`config.mk`:
```
export PLATFORM = sky130hd
export DESIGN_NAME = ct_l2c_spsram_acc_ctrl
export DESIGN_NICKNAME = d
export VERILOG_FILES = /design/src/rtl/ct_l2c_spsram_acc_ctrl.sv
export SDC_FILE = /design/constraint.sdc
export NUM_CORES = 1
export LEC_CHECK = 0
export BUFFER_PORTS_ARGS = -buffer_cell sky130_fd_sc_hd__buf_2
export CAP_MARGIN = 20
export CORE_AREA = 2 2 235 237
export CTS_BUF_LIST = sky130_fd_sc_hd__clkbuf_16
export CTS_CLUSTER_SIZE = 24
export DETAILED_ROUTE_END_ITERATION = 10
export DIE_AREA = 0 0 237 239
export PLACE_DENSITY = 0.43
export SLEW_MARGIN = 20
export SYNTH_ARGS = -nofsm -noshare
export SYNTH_HDL_FRONTEND = slang
export SYNTH_SLANG_ARGS = --single-unit
```
`constraint.sdc`:
```
create_clock -name forever_cpuclk -period 7.7 [get_ports forever_cpuclk]
set_clock_uncertainty 0.2 [all_clocks]
set_input_delay 1.155 -clock forever_cpuclk [delete_from_list [all_inputs] [get_ports forever_cpuclk]]
set_output_delay 1.155 -clock forever_cpuclk [all_outputs]
set_load 0.02 [all_outputs]
```
`src/rtl/ct_l2c_spsram_acc_ctrl.sv`:
```
// Write/read arbiter and read-return FIFO in front of one 512x96 single-port L2C SRAM.
// Optional performance counters are enabled by defining CT_L2C_SRAM_ACC_PERF_EN.
module ct_l2c_spsram_acc_ctrl #(
    parameter int ADDR_WIDTH    = 9,
    parameter int DATA_WIDTH    = 96,
    parameter int RD_FIFO_DEPTH = 2,
    parameter int WR_STARVE_MAX = 4
) (
    input  logic                  forever_cpuclk,
    input  logic                  cpurst_b,
    input  logic                  wr_req_vld,
    output logic                  wr_req_rdy,
    input  logic [ADDR_WIDTH-1:0] wr_req_addr,
    input  logic [DATA_WIDTH-1:0] wr_req_data,
    input  logic [DATA_WIDTH-1:0] wr_req_bmask,
    input  logic                  rd_req_vld,
    output logic                  rd_req_rdy,
    input  logic [ADDR_WIDTH-1:0] rd_req_addr,
    output logic                  rd_data_vld,
    input  logic                  rd_data_rdy,
    output logic [DATA_WIDTH-1:0] rd_data,
    output logic [ADDR_WIDTH-1:0] sram_a,
    output logic                  sram_cen,
    output logic                  sram_gwen,
    output logic [DATA_WIDTH-1:0] sram_wen,
    output logic [DATA_WIDTH-1:0] sram_d,
    input  logic [DATA_WIDTH-1:0] sram_q
`ifdef CT_L2C_SRAM_ACC_PERF_EN
    ,
    output logic [31:0]           perf_rd_stall_cnt,
    output logic [31:0]           perf_wr_cnt
`endif
);

    localparam int PTR_W = (RD_FIFO_DEPTH > 1) ? $clog2(RD_FIFO_DEPTH) : 1;
    localparam int CNT_W = $clog2(RD_FIFO_DEPTH + 1);
    localparam int STV_W = $clog2(WR_STARVE_MAX + 1);
    localparam logic [PTR_W-1:0] PTR_LAST  = PTR_W'(RD_FIFO_DEPTH - 1);
    localparam logic [CNT_W:0]   DEPTH_C   = (CNT_W + 1)'(RD_FIFO_DEPTH);
    localparam logic [STV_W-1:0] STV_MAX_C = STV_W'(WR_STARVE_MAX);

    logic [DATA_WIDTH-1:0] r_fifo [RD_FIFO_DEPTH];
    logic [PTR_W-1:0]      r_wptr;
    logic [PTR_W-1:0]      r_rptr;
    logic [CNT_W-1:0]      r_cnt;
    logic                  r_inflight;
    logic [STV_W-1:0]      r_starve;

    logic                  w_pop;
    logic                  w_push;
    logic [CNT_W-1:0]      w_cnt_after_pop;
    logic [CNT_W:0]        w_credit;
    logic                  w_rd_ok;
    logic                  w_starved;
    logic                  w_rd_gnt;
    logic                  w_wr_gnt;

    assign rd_data_vld = (r_cnt != '0);
    assign rd_data     = rd_data_vld ? r_fifo[r_rptr] : '0;

    // Credit counts a read still in the SRAM pipe as already occupying a FIFO slot,
    // so the push one cycle later can never find the FIFO full.
    assign w_pop           = rd_data_vld & rd_data_rdy;
    assign w_push          = r_inflight;
    assign w_cnt_after_pop = r_cnt - CNT_W'(w_pop);
    assign w_credit        = {1'b0, w_cnt_after_pop} + {{CNT_W{1'b0}}, r_inflight};
    assign w_rd_ok         = (w_credit < DEPTH_C);

    assign w_starved  = (r_starve == STV_MAX_C);
    assign w_rd_gnt   = rd_req_vld & w_rd_ok & (~wr_req_vld | w_starved);
    assign w_wr_gnt   = wr_req_vld & ~w_rd_gnt;
    assign rd_req_rdy = w_rd_gnt;
    assign wr_req_rdy = w_wr_gnt;

    always_comb begin
        sram_cen  = 1'b1;
        sram_gwen = 1'b1;
        sram_wen  = '1;
        sram_a    = '0;
        sram_d    = '0;
        if (w_wr_gnt) begin
            sram_cen  = 1'b0;
            sram_gwen = 1'b0;
            sram_wen  = ~wr_req_bmask;
            sram_a    = wr_req_addr;
            sram_d    = wr_req_data;
        end else if (w_rd_gnt) begin
            sram_cen  = 1'b0;
            sram_a    = rd_req_addr;
        end
    end

    always_ff @(posedge forever_cpuclk or negedge cpurst_b) begin
        if (!cpurst_b) begin
            r_starve <= '0;
        end else if (w_rd_gnt || !(rd_req_vld && w_rd_ok)) begin
            r_starve <= '0;
        end else if (w_wr_gnt && !w_starved) begin
            r_starve <= r_starve + 1'b1;
        end
    end

    always_ff @(posedge forever_cpuclk or negedge cpurst_b) begin
        if (!cpurst_b) begin
            r_inflight <= 1'b0;
            r_wptr     <= '0;
            r_rptr     <= '0;
            r_cnt      <= '0;
        end else begin
            r_inflight <= w_rd_gnt;
            if (w_push) begin
                r_wptr <= (r_wptr == PTR_LAST) ? '0 : r_wptr + 1'b1;
            end
            if (w_pop) begin
                r_rptr <= (r_rptr == PTR_LAST) ? '0 : r_rptr + 1'b1;
            end
            if (w_push && !w_pop) begin
                r_cnt <= r_cnt + 1'b1;
            end else if (!w_push && w_pop) begin
                r_cnt <= r_cnt - 1'b1;
            end
        end
    end

    // Storage is not reset: entries are only visible through rd_data_vld.
    always_ff @(posedge forever_cpuclk) begin
        if (w_push) begin
            r_fifo[r_wptr] <= sram_q;
        end
    end

    a_no_overflow: assert property (@(posedge forever_cpuclk) disable iff (!cpurst_b)
        w_push |-> ({1'b0, w_cnt_after_pop} < DEPTH_C));

`ifdef CT_L2C_SRAM_ACC_PERF_EN
    logic [31:0] r_perf_rd_stall_cnt;
    logic [31:0] r_perf_wr_cnt;

    always_ff @(posedge forever_cpuclk or negedge cpurst_b) begin
        if (!cpurst_b) begin
            r_perf_rd_stall_cnt <= '0;
            r_perf_wr_cnt       <= '0;
        end else begin
            if (rd_req_vld && !w_rd_gnt && (r_perf_rd_stall_cnt != '1)) begin
                r_perf_rd_stall_cnt <= r_perf_rd_stall_cnt + 32'd1;
            end
            if (w_wr_gnt && (r_perf_wr_cnt != '1)) begin
                r_perf_wr_cnt <= r_perf_wr_cnt + 32'd1;
            end
        end
    end

    assign perf_rd_stall_cnt = r_perf_rd_stall_cnt;
    assign perf_wr_cnt       = r_perf_wr_cnt;
`endif

endmodule

```
==> metrics.txt, run 1 <==
row cnt=between 80 and 90; largest cells by area after synthesis=edfxtp_1, mux2i_1, and2_1, nor2_1, nand2_1; Die Wd=about 240 um; Via-to-Cell Ratio=about 4.0; critical path class=reg -> out; CP Capture Type=output port; CTS buffer count=17; antenna-violating nets left=0; Layout area overhead=51.0%; Slew Viols, Final=0; max_slew headroom=30.4%; RSZ-0062 raised after global routing=no; CP startpoint=r_cnt[1]$_DFFE_PN0P_; Yosys reg bits=200; Post-synth EDFFs=~190; cts hold-fix bufs=0; largest net degree at the start of global routing=75; prevailing post-synth register cell=edfxtp_1; switching share of power=42.2%; Final setup viols=0; initial antenna violation count=47; post-DP HPWL=roughly 44,000 um; Final Hold Vio Count=0; H-tree levels=4; cell-internal power=between 0.002 and 0.0025 W; FF+latch area=around 0.0060 mm2; status=finished, final reports clean; core area=roughly 0.054 mm2; GRT Total Usage=between 10% and 20%; CTS Sinks=200; hold_ws=around 0.28 ns; routed wire length=52,300 um; Total Neg Setup Slack=0 ns; gpl congestion=approximately 0.90; num ports=613; final setup margin=around 2.4 ns; Synth Warn #=0; WL per Instance=about 26 um; Net Sw Power=approximately 0.0017 W; fin cells=between 1,500 and 2,000; clock share of power=a little under a quarter; synthesized area=0.00877 mm2; global-route wire length before repair=roughly 67,000 um; Combinational Power Share=approximately two fifths; initial drt markers=approximately 450; FMAX=about 190 MHz; Worst-Margin Slew=~1.0 ns; Crit-path slowest cell=nor2_4; Post CTS Setup Buffer Count=0; P per Cell Area=approximately 310 mW/mm2; worst r2r src=r_cnt[1]$_DFFE_PN0P_; worst hold start=r_starve[0]$_DFFE_PN0P_; Hold WC Path Type=reg -> reg; Max Buffers Root-to-Sink=2; clk slew on worst S/H paths=around 0.080 ns; worst-path maximum fanout=74; via count=7,892; peak supply drop=0.165 mV; CTS tree=done; vias in the first global route=~7,600; Yosys cell types=24; Pre-antenna DRT Iters=5; LEAKAGE=6.02 nW; cells along the critical path=nor2_4 > inv_1 > nand2_1 > inv_1 > ha_1 > nand2b_1 > a41oi_4 > buf_4 > and2_1 > buf_2; port bufs=612; startpoint class of the critical path=flop; share of layout cells above drive strength 1=between 50% and 60%; worst setup slack after placement=roughly 2.8 ns; syn_area_per_cell=approximately 13 um2; Critical Path RT=about 6.3 ns; area share of the largest cell type after synthesis=~66%; Mapped Cells=671; dpl cells=approximately 2,000; Crit path largest cell delay=0.80 ns; Initial Utilization=between 15 and 20%; clock latency on the worst-skew pair=0.48 ns; most used cell along the critical path=inv_1; post-layout util=approximately 24%; MaxCap Viol Count=0; crit path DAT=around 3.9 ns; Congestion Overflow GR=0; minimum clock period=5.28 ns; final net count=about 1,600; Synthesized Nets=roughly 990; sequential power share=between 30% and 40%; drc violations=0; synth cell count leaders=edfxtp_1, nor2_1, and2_1, nand2_1, mux2i_1; die height=~240 um; asr flop ratio synth=under 10%; fillers=just under 6,000; area leader, netlist=edfxtp_1; part of the cycle the worst path needs=approximately two thirds; sequential-to-total area share from yosys stat=68.0%; Root Driver=clkbuf_16; CTS resizes=0; top-count cell post-synth=edfxtp_1; DIE AREA=~0.057 mm2; Multi-input gate area=0.00260 mm2
[area by class of cell]
type / count / share of cell area [%]
well taps: 704 / 6.65
repair buffers: 621 / 23.6
clock inverters: 15 / 1.36
flip-flops and latches: 200 / 45.1
diodes: 11 / 0.208
inverters: 8 / 0.227
clock buffers: 17 / 3.21
multi-input cells: 419 / 19.6
[power groups by stage]
stage / logic (W) / registers, W / clock network [W]
floorplan: 0.00108 / 0.00143 / 0
global placement: 0.00177 / 0.00147 / 0
detailed placement: 0.00177 / 0.00147 / 0
CTS: 0.00177 / 0.00145 / 0.000987
global route: 0.00186 / 0.00146 / 0.00102
finish: 0.00173 / 0.00144 / 0.000941
[registers in the layout, indices dropped and copies added, names as in the netlist]
signal / cells
r_rptr: 1
r_cnt: 2
r_starve: 3
r_wptr: 1
r_inflight: 1
r_fifo: 192
[worst max-delay path, delay by kind of cell (launching register included)]
family / cells / cell delay [ns]
AOI/OAI and AO/OA: 1 / 0.26
DFF: 1 / 0.45
and+or+nand+nor: 4 / 1.50
adders and majority gates: 1 / 0.26
buffers and inverters: 4 / 0.94
[worst paths after layout]
path	end	slack [ns]	cells after the start
max	sram_d[68]	2.42	10
min	r_starve[0]$_DFFE_PN0P_	0.28	1
max reg2reg	r_inflight$_DFF_PN0_	4.47	7
min reg2reg	r_starve[0]$_DFFE_PN0P_	0.28	1
max in group asynchronous	r_rptr$_DFFE_PN0P_	6.80	1
min in group asynchronous	r_starve[2]$_DFFE_PN0P_	0.30	1
[cell usage in the layout, fill, tap and decap left out, types with 2 or more instances in the layout]
master / synthesis / layout
buf_2: 30 / 612
edfxtp_1: 192 / 192
nor2_1: 99 / 98
nand2_1: 97 / 97
and2_1: 98 / 97
mux2i_1: 96 / 96
clkbuf_16: 0 / 17
diode_2: 0 / 11
inv_1: 8 / 9
a22o_1: 9 / 9
buf_4: 1 / 9
dfrtp_1: 8 / 7
inv_8: 0 / 5
ha_1: 4 / 4
xnor2_1: 3 / 3
xor2_1: 3 / 3
clkinv_8: 0 / 3
nor3b_1: 2 / 2
inv_6: 0 / 2
clkinvlp_4: 0 / 2
[metal layers]
layer	vias to the layer above	part of all wire, %	GRT usage (%)	wire length (um)
li1	3526	-	-	-
met1	3783	43	23.0	22400
met2	466	43	27.3	22700
met3	101	9.2	7.32	4800
met4	16	4.3	6.77	2260
met5	-	0.21	0	112
[through the flow]
step / total power [W] / instance area [um2]
detailed placement: 0.00324 / 12600
global route: 0.00435 / 13200
finish: 0.00411 / 13200
floorplan: 0.00251 / 8770
global placement: 0.00324 / 12600
CTS: 0.00421 / 13200
[logic make-up after synthesis]
family	Yosys count	share of synthesized area, %
AO/OA/AOI/OAI	13	1.34
XOR/XNOR	6	0.599
adder cells (fa/ha/maj)	4	0.571
buffers and inverters	52	2.70
flip-flops	200	68.0
multiplexers	96	11.0
AND/OR/NAND/NOR	300	15.8
Note: power is estimated with default switching activity, not from simulation.
==> inputs of run 2 (changes only) <==
- CORE_AREA: 2 2 235 237 -> 2 2 240 242
- DIE_AREA: 0 0 237 239 -> 0 0 242 244
- clock period: 7.7 -> 4.64 ns (I/O delays scaled with it)
==> metrics.txt, run 2 (synthesis gave the netlist of run 1 again) <==
Max Buffers Root-to-Sink=2 (unchanged); initial antenna violation count=73 (was 47); Hold WC Path Type=in -> reg (was reg -> reg); Pre-antenna DRT Iters=4 (was 5); DIE AREA=0.0590 mm2 (was 0.0566 mm2); fillers=6,208 (was 5,916); fin cells=2,052 (was 1,995); Slew Viols, Final=0 (unchanged); most common cell after layout, fill and taps aside=buf_2 (unchanged); P per Cell Area=507 mW/mm2 (was 310 mW/mm2); crit path DAT=3.08 ns (was 3.93 ns); WL per Instance=27.0 um (was 26.2 um); Layout area overhead=52.6% (was 51.0%); dpl cells=2,006 (was 1,952); worst r2r src=r_cnt[1]$_DFFE_PN0P_ (unchanged); peak supply drop=0.419 mV (was 0.165 mV); RSZ-0062 raised after global routing=no (unchanged); global-route wire length before repair=71,500 um (was 67,000 um); CTS Sinks=200 (unchanged); worst hold start=sram_q[5] (was r_starve[0]$_DFFE_PN0P_); Root Driver=clkbuf_16 (unchanged); final net count=1,585 (was 1,582); part of the cycle the worst path needs=between 80% and 90%; gpl congestion=0.973 (was 0.903); critical path class=reg -> out (unchanged); port bufs=612 (unchanged); FMAX=approximately 250 MHz; minimum clock period=around 4.0 ns; Largest regs=r_fifo (192), r_starve (3), r_cnt (2) (unchanged); clock latency on the worst-skew pair=0.48 ns (about the same); MaxCap Viol Count=0 (unchanged); Hold EP=r_fifo[0][5]$_DFFE_PP_ (was r_starve[0]$_DFFE_PN0P_); GRT Total Usage=18.3% (was 18.0%); startpoint class of the critical path=flop (unchanged); most frequent cells in the layout=buf_2, edfxtp_1, nor2_1 (unchanged); Largest register FFs=192 (unchanged); LEAKAGE=6.05 nW (was 6.02 nW); largest net degree at the start of global routing=109 (was 75); num ports=613 (unchanged); reg2reg setup slack=2.19 ns (was 4.47 ns); die height=244 um (was 239 um); antenna-violating nets left=0 (unchanged); worst hold path cell count=1 (unchanged); routed wire length=55,400 um (was 52,300 um); CTS buffer count=17 (unchanged); share of layout cells above drive strength 1=51.4% (was 51.3%); Crit-path slowest cell=dfrtp_1 (was nor2_4); initial drt markers=441 (was 445); core area=0.0562 mm2 (was 0.0543 mm2); Post CTS Setup Buffer Count=0 (unchanged); status=finished, final reports clean (unchanged); Final Hold Vio Count=0 (unchanged); most used cell along the critical path=inv_1 (unchanged); Register-to-Register Path Depth=7 (unchanged); Worst-Margin Slew=0.877 ns (was 1.04 ns); Initial Utilization=15.6% (was 16.1%); via count=8,035 (was 7,892); Critical Path RT=3.74 ns (was 6.34 ns); CP Capture Type=output port (unchanged); Crit path largest cell delay=0.45 ns (was 0.80 ns); row cnt=87 (was 86); RR Endpoint=r_inflight$_DFF_PN0_ (unchanged); CTS tree=done (unchanged); Via-to-Cell Ratio=3.92 (was 3.96); post-DP HPWL=47,000 um (was 43,800 um); cells along the critical path=nor2_4 > inv_1 > nand2_1 > inv_1 > ha_1 > nand2b_1 > a41oi_4 > buf_12 > and2_1 > buf_2 (was nor2_4 > inv_1 > nand2_1 > inv_1 > ha_1 > nand2b_1 > a41oi_4 > buf_4 > and2_1 > buf_2); max_slew headroom=41.6% (was 30.4%); Total Neg Setup Slack=0 ns (unchanged); CP startpoint=r_cnt[1]$_DFFE_PN0P_ (unchanged); clk slew on worst S/H paths=0.08 ns (about the same); Congestion Overflow GR=0 (unchanged); drc violations=0 (unchanged); Top Family by Delay on Critical Path=simple AND/OR/NAND/NOR gates (unchanged); Biggest register=r_fifo (unchanged); vias in the first global route=7,800 (was 7,624); worst path bufs/invs=4 (unchanged); worst-path maximum fanout=108 (was 74); Crit. path cell count=10 (unchanged); H-tree levels=4 (unchanged); Die Wd=242 um (was 237 um); Final setup viols=0 (unchanged)
[run 2: layout make-up]
type                    instances  area (um2)  share of cell area [%]
multi-input cells             419        2600                    19.4
inverters                       8        30.0                   0.224
well taps                     756         946                    7.07
clock buffers                  17         425                    3.18
clock inverters                15         176                    1.32
repair buffers                624        3210                    24.0
diodes                         13        32.5                   0.243
flip-flops and latches        200        5970                    44.6
[run 2: where the power goes]
part	internal [W]	leakage [nW]	switching (W)
registers	0.00225	1.84	0.000148
clock network	0.000726	0.290	0.000793
logic	0.000944	3.92	0.00192
[run 2: worst max-delay path by stage]
stage / end / slack, ns
after global routing: sram_d[83] / 0.42
after CTS: sram_d[83] / 0.61
after detailed placement: sram_d[83] / 1.04
final: sram_d[83] / 0.66
after floorplan: r_fifo[0][0]$_DFFE_PP_ / 1.07
after global placement: sram_d[87] / 1.07
[run 2: through the flow]
| stage | hold WS (ns) | setup WS [ns] | power, W | instance area, um2 | util (%) |
|---|---|---|---|---|---|
| after global placement | 0.258 | 1.07 | 0.00537 | 12700 | 22.7 |
| after CTS | 0.136 | 0.608 | 0.00692 | 13400 | 23.8 |
| after global routing | 0.145 | 0.416 | 0.00715 | 13400 | 23.8 |
| after detailed placement | 0.272 | 1.04 | 0.00537 | 12700 | 22.7 |
| after floorplan | 0.200 | 1.07 | 0.00415 | 8770 | - |
| final | 0.188 | 0.663 | 0.00678 | 13400 | 23.8 |
[run 2: what timing repair did]
item,4_1_cts,5_1_grt
endpoints found under the setup margin,0,0
resized for setup,0,0
hold buffers,1,0
endpoints found under the hold margin,8,0
[run 2: layer usage]
metal  vias up  wire length [um]  global-route usage (%)
met3       119              3520                    5.26
met1      3909             23200                    22.4
met5         -                34                       0
met2       478             27200                    30.6
met4         6              1440                    6.35
li1       3523                 -                       -
==> inputs of run 3 (changes only) <==
- CELL_PAD_IN_SITES_DETAIL_PLACEMENT: unset -> 1
- CELL_PAD_IN_SITES_GLOBAL_PLACEMENT: unset -> 1
- CORE_AREA: 2 2 240 242 -> 2 2 239 241
- DIE_AREA: 0 0 242 244 -> 0 0 241 243
- PLACE_DENSITY: 0.43 -> 0.53
==> metrics.txt, run 3 (synthesis gave the netlist of run 1 again) <==
Crit-path slowest cell=dfrtp_1 (unchanged); num ports=613 (unchanged); grt met2 use=26.7% (was 30.6%); port bufs=612 (unchanged); gpl congestion=0.998 (was 0.973); largest net degree at the start of global routing=136 (was 109); Total Neg Setup Slack=0 ns (unchanged); die height=243 um (was 244 um); GRT Total Usage=16.1% (was 18.3%); MaxCap Viol Count=0 (unchanged); share of layout cells above drive strength 1=51.5% (was 51.4%); max_slew headroom=39.8% (was 41.6%); Post CTS Setup Buffer Count=0 (unchanged); Congestion Overflow GR=0 (unchanged); H-tree levels=4 (unchanged); Final Hold Vio Count=0 (unchanged); Largest register FFs=192 (unchanged); CTS buffer count=17 (unchanged); LEAKAGE=6.06 nW (was 6.05 nW); initial drt markers=388 (was 441); CTS Sinks=200 (unchanged); Via-to-Cell Ratio=3.76 (was 3.92); via count=7,730 (was 8,035); crit path DAT=3.13 ns (was 3.08 ns); Slew Viols, Final=0 (unchanged); global-route wire length before repair=63,500 um (was 71,500 um); CTS resizes=0 (unchanged); post-layout util=24.0% (was 23.8%); P per Cell Area=508 mW/mm2 (was 507 mW/mm2); Root Driver=clkbuf_16 (unchanged); most used cell along the critical path=inv_1 (unchanged); startpoint class of the critical path=flop (unchanged); most common cell after layout, fill and taps aside=buf_2 (unchanged); reg2reg setup slack=2.18 ns (was 2.19 ns); CTS tree=done (unchanged); part of the cycle the worst path needs=86.7% (was 85.7%); minimum clock period=4.02 ns (was 3.98 ns); Hold WC Path Type=in -> reg (unchanged); critical path class=reg -> out (unchanged); clk slew on worst S/H paths=0.08 ns (about the same); RSZ-0062 raised after global routing=no (unchanged); worst path bufs/invs=4 (unchanged); row cnt=87 (unchanged); drc violations=0 (unchanged); Largest regs=r_fifo (192), r_starve (3), r_cnt (2) (unchanged); Crit path largest cell delay=0.44 ns (was 0.45 ns); routing usage on met3=7.43% (was 5.26%); peak supply drop=0.439 mV (was 0.419 mV); FMAX=249 MHz (was 251 MHz); clock latency on the worst-skew pair=0.48 ns (about the same); initial antenna violation count=44 (was 73); most frequent cells in the layout=buf_2, edfxtp_1, nor2_1 (unchanged); Layout area overhead=52.8% (was 52.6%); WL per Instance=23.7 um (was 27.0 um); CP Capture Type=output port (unchanged); Max Buffers Root-to-Sink=2 (unchanged); Die Wd=241 um (was 242 um); core area=0.0560 mm2 (was 0.0562 mm2); vias in the first global route=7,976 (was 7,800); cts hold-fix bufs=1 (unchanged); antenna-violating nets left=0 (unchanged); Critical Path RT=3.74 ns (about the same); Initial Utilization=15.7% (was 15.6%); global routing met1 resource utilization=18.1% (was 22.4%); status=finished, final reports clean (unchanged); Biggest register=r_fifo (unchanged); post-DP HPWL=40,700 um (was 47,000 um); worst-path maximum fanout=135 (was 108); cells along the critical path=nor2_4 > inv_1 > nand2_1 > inv_1 > ha_1 > nand2b_1 > a41oi_4 > buf_12 > and2_1 > buf_2 (unchanged); Top Family by Delay on Critical Path=simple AND/OR/NAND/NOR gates (unchanged); Worst-Margin Slew=0.903 ns (was 0.877 ns); DIE AREA=0.0586 mm2 (was 0.0590 mm2); GRT Max-Usage Layer=met2 (unchanged); Pre-antenna DRT Iters=4 (unchanged); Final setup viols=0 (unchanged); routed wire length=48,600 um (was 55,400 um); final net count=1,587 (was 1,585)
## run 3: final timing paths
path                                               from                      end  depth (start not counted)
min in group asynchronous                      cpurst_b     r_cnt[0]$_DFFE_PN0P_                          2
worst min-delay path                         sram_q[25]  r_fifo[1][25]$_DFFE_PP_                          1
worst min register to register  r_starve[0]$_DFFE_PN0P_  r_starve[0]$_DFFE_PN0P_                          1
worst max-delay path               r_cnt[1]$_DFFE_PN0P_               sram_d[91]                         10
worst max register to register     r_cnt[1]$_DFFE_PN0P_     r_inflight$_DFF_PN0_                          7
max in group asynchronous                      cpurst_b       r_rptr$_DFFE_PN0P_                          2
## run 3: cell type report
| type | count | area (um2) |
|---|---|---|
| Multi-Input combinational cell | 419 | 2600 |
| Fill cell | 6491 | 42500 |
| Timing Repair Buffer | 626 | 3220 |
| Tap cell | 756 | 946 |
| Antenna cell | 13 | 32.5 |
| Sequential cell | 200 | 5970 |
| Inverter | 8 | 30.0 |
| Clock inverter | 15 | 184 |
| Clock buffer | 17 | 425 |
## run 3: worst register-to-register path: stages, from the launching register on
cell,delay (ns)
dfrtp_1,0.44
nor2_4,0.17
inv_1,0.09
nand2_1,0.14
inv_1,0.06
ha_1,0.18
xnor2_1,0.40
o2111a_1,0.60
## run 3: through the flow
stage	hold WS (ns)	setup slack [ns]	power [W]	area, um2	std cells
6_report	0.193	0.616	0.00681	13400	2054
5_1_grt	0.157	0.439	0.00719	13400	2045
4_1_cts	0.145	0.555	0.00697	13400	2041
3_5_place_dp	0.283	1.03	0.00538	12800	2008
3_3_place_gp	0.258	1.11	0.00538	12800	2008
2_1_floorplan	0.200	1.07	0.00415	8770	671
## run 3: power breakdown
part	internal, W	leakage, nW	switching, W
Clock	0.000770	0.286	0.000764
Combinational	0.000960	3.93	0.00189
Sequential	0.00225	1.84	0.000174
## run 3: layer usage
| metal | wire (um) | vias up |
|---|---|---|
| met5 | 97 | - |
| met4 | 1170 | 16 |
| met3 | 5400 | 76 |
| met2 | 23100 | 403 |
| met1 | 18800 | 3700 |
| li1 | - | 3535 |
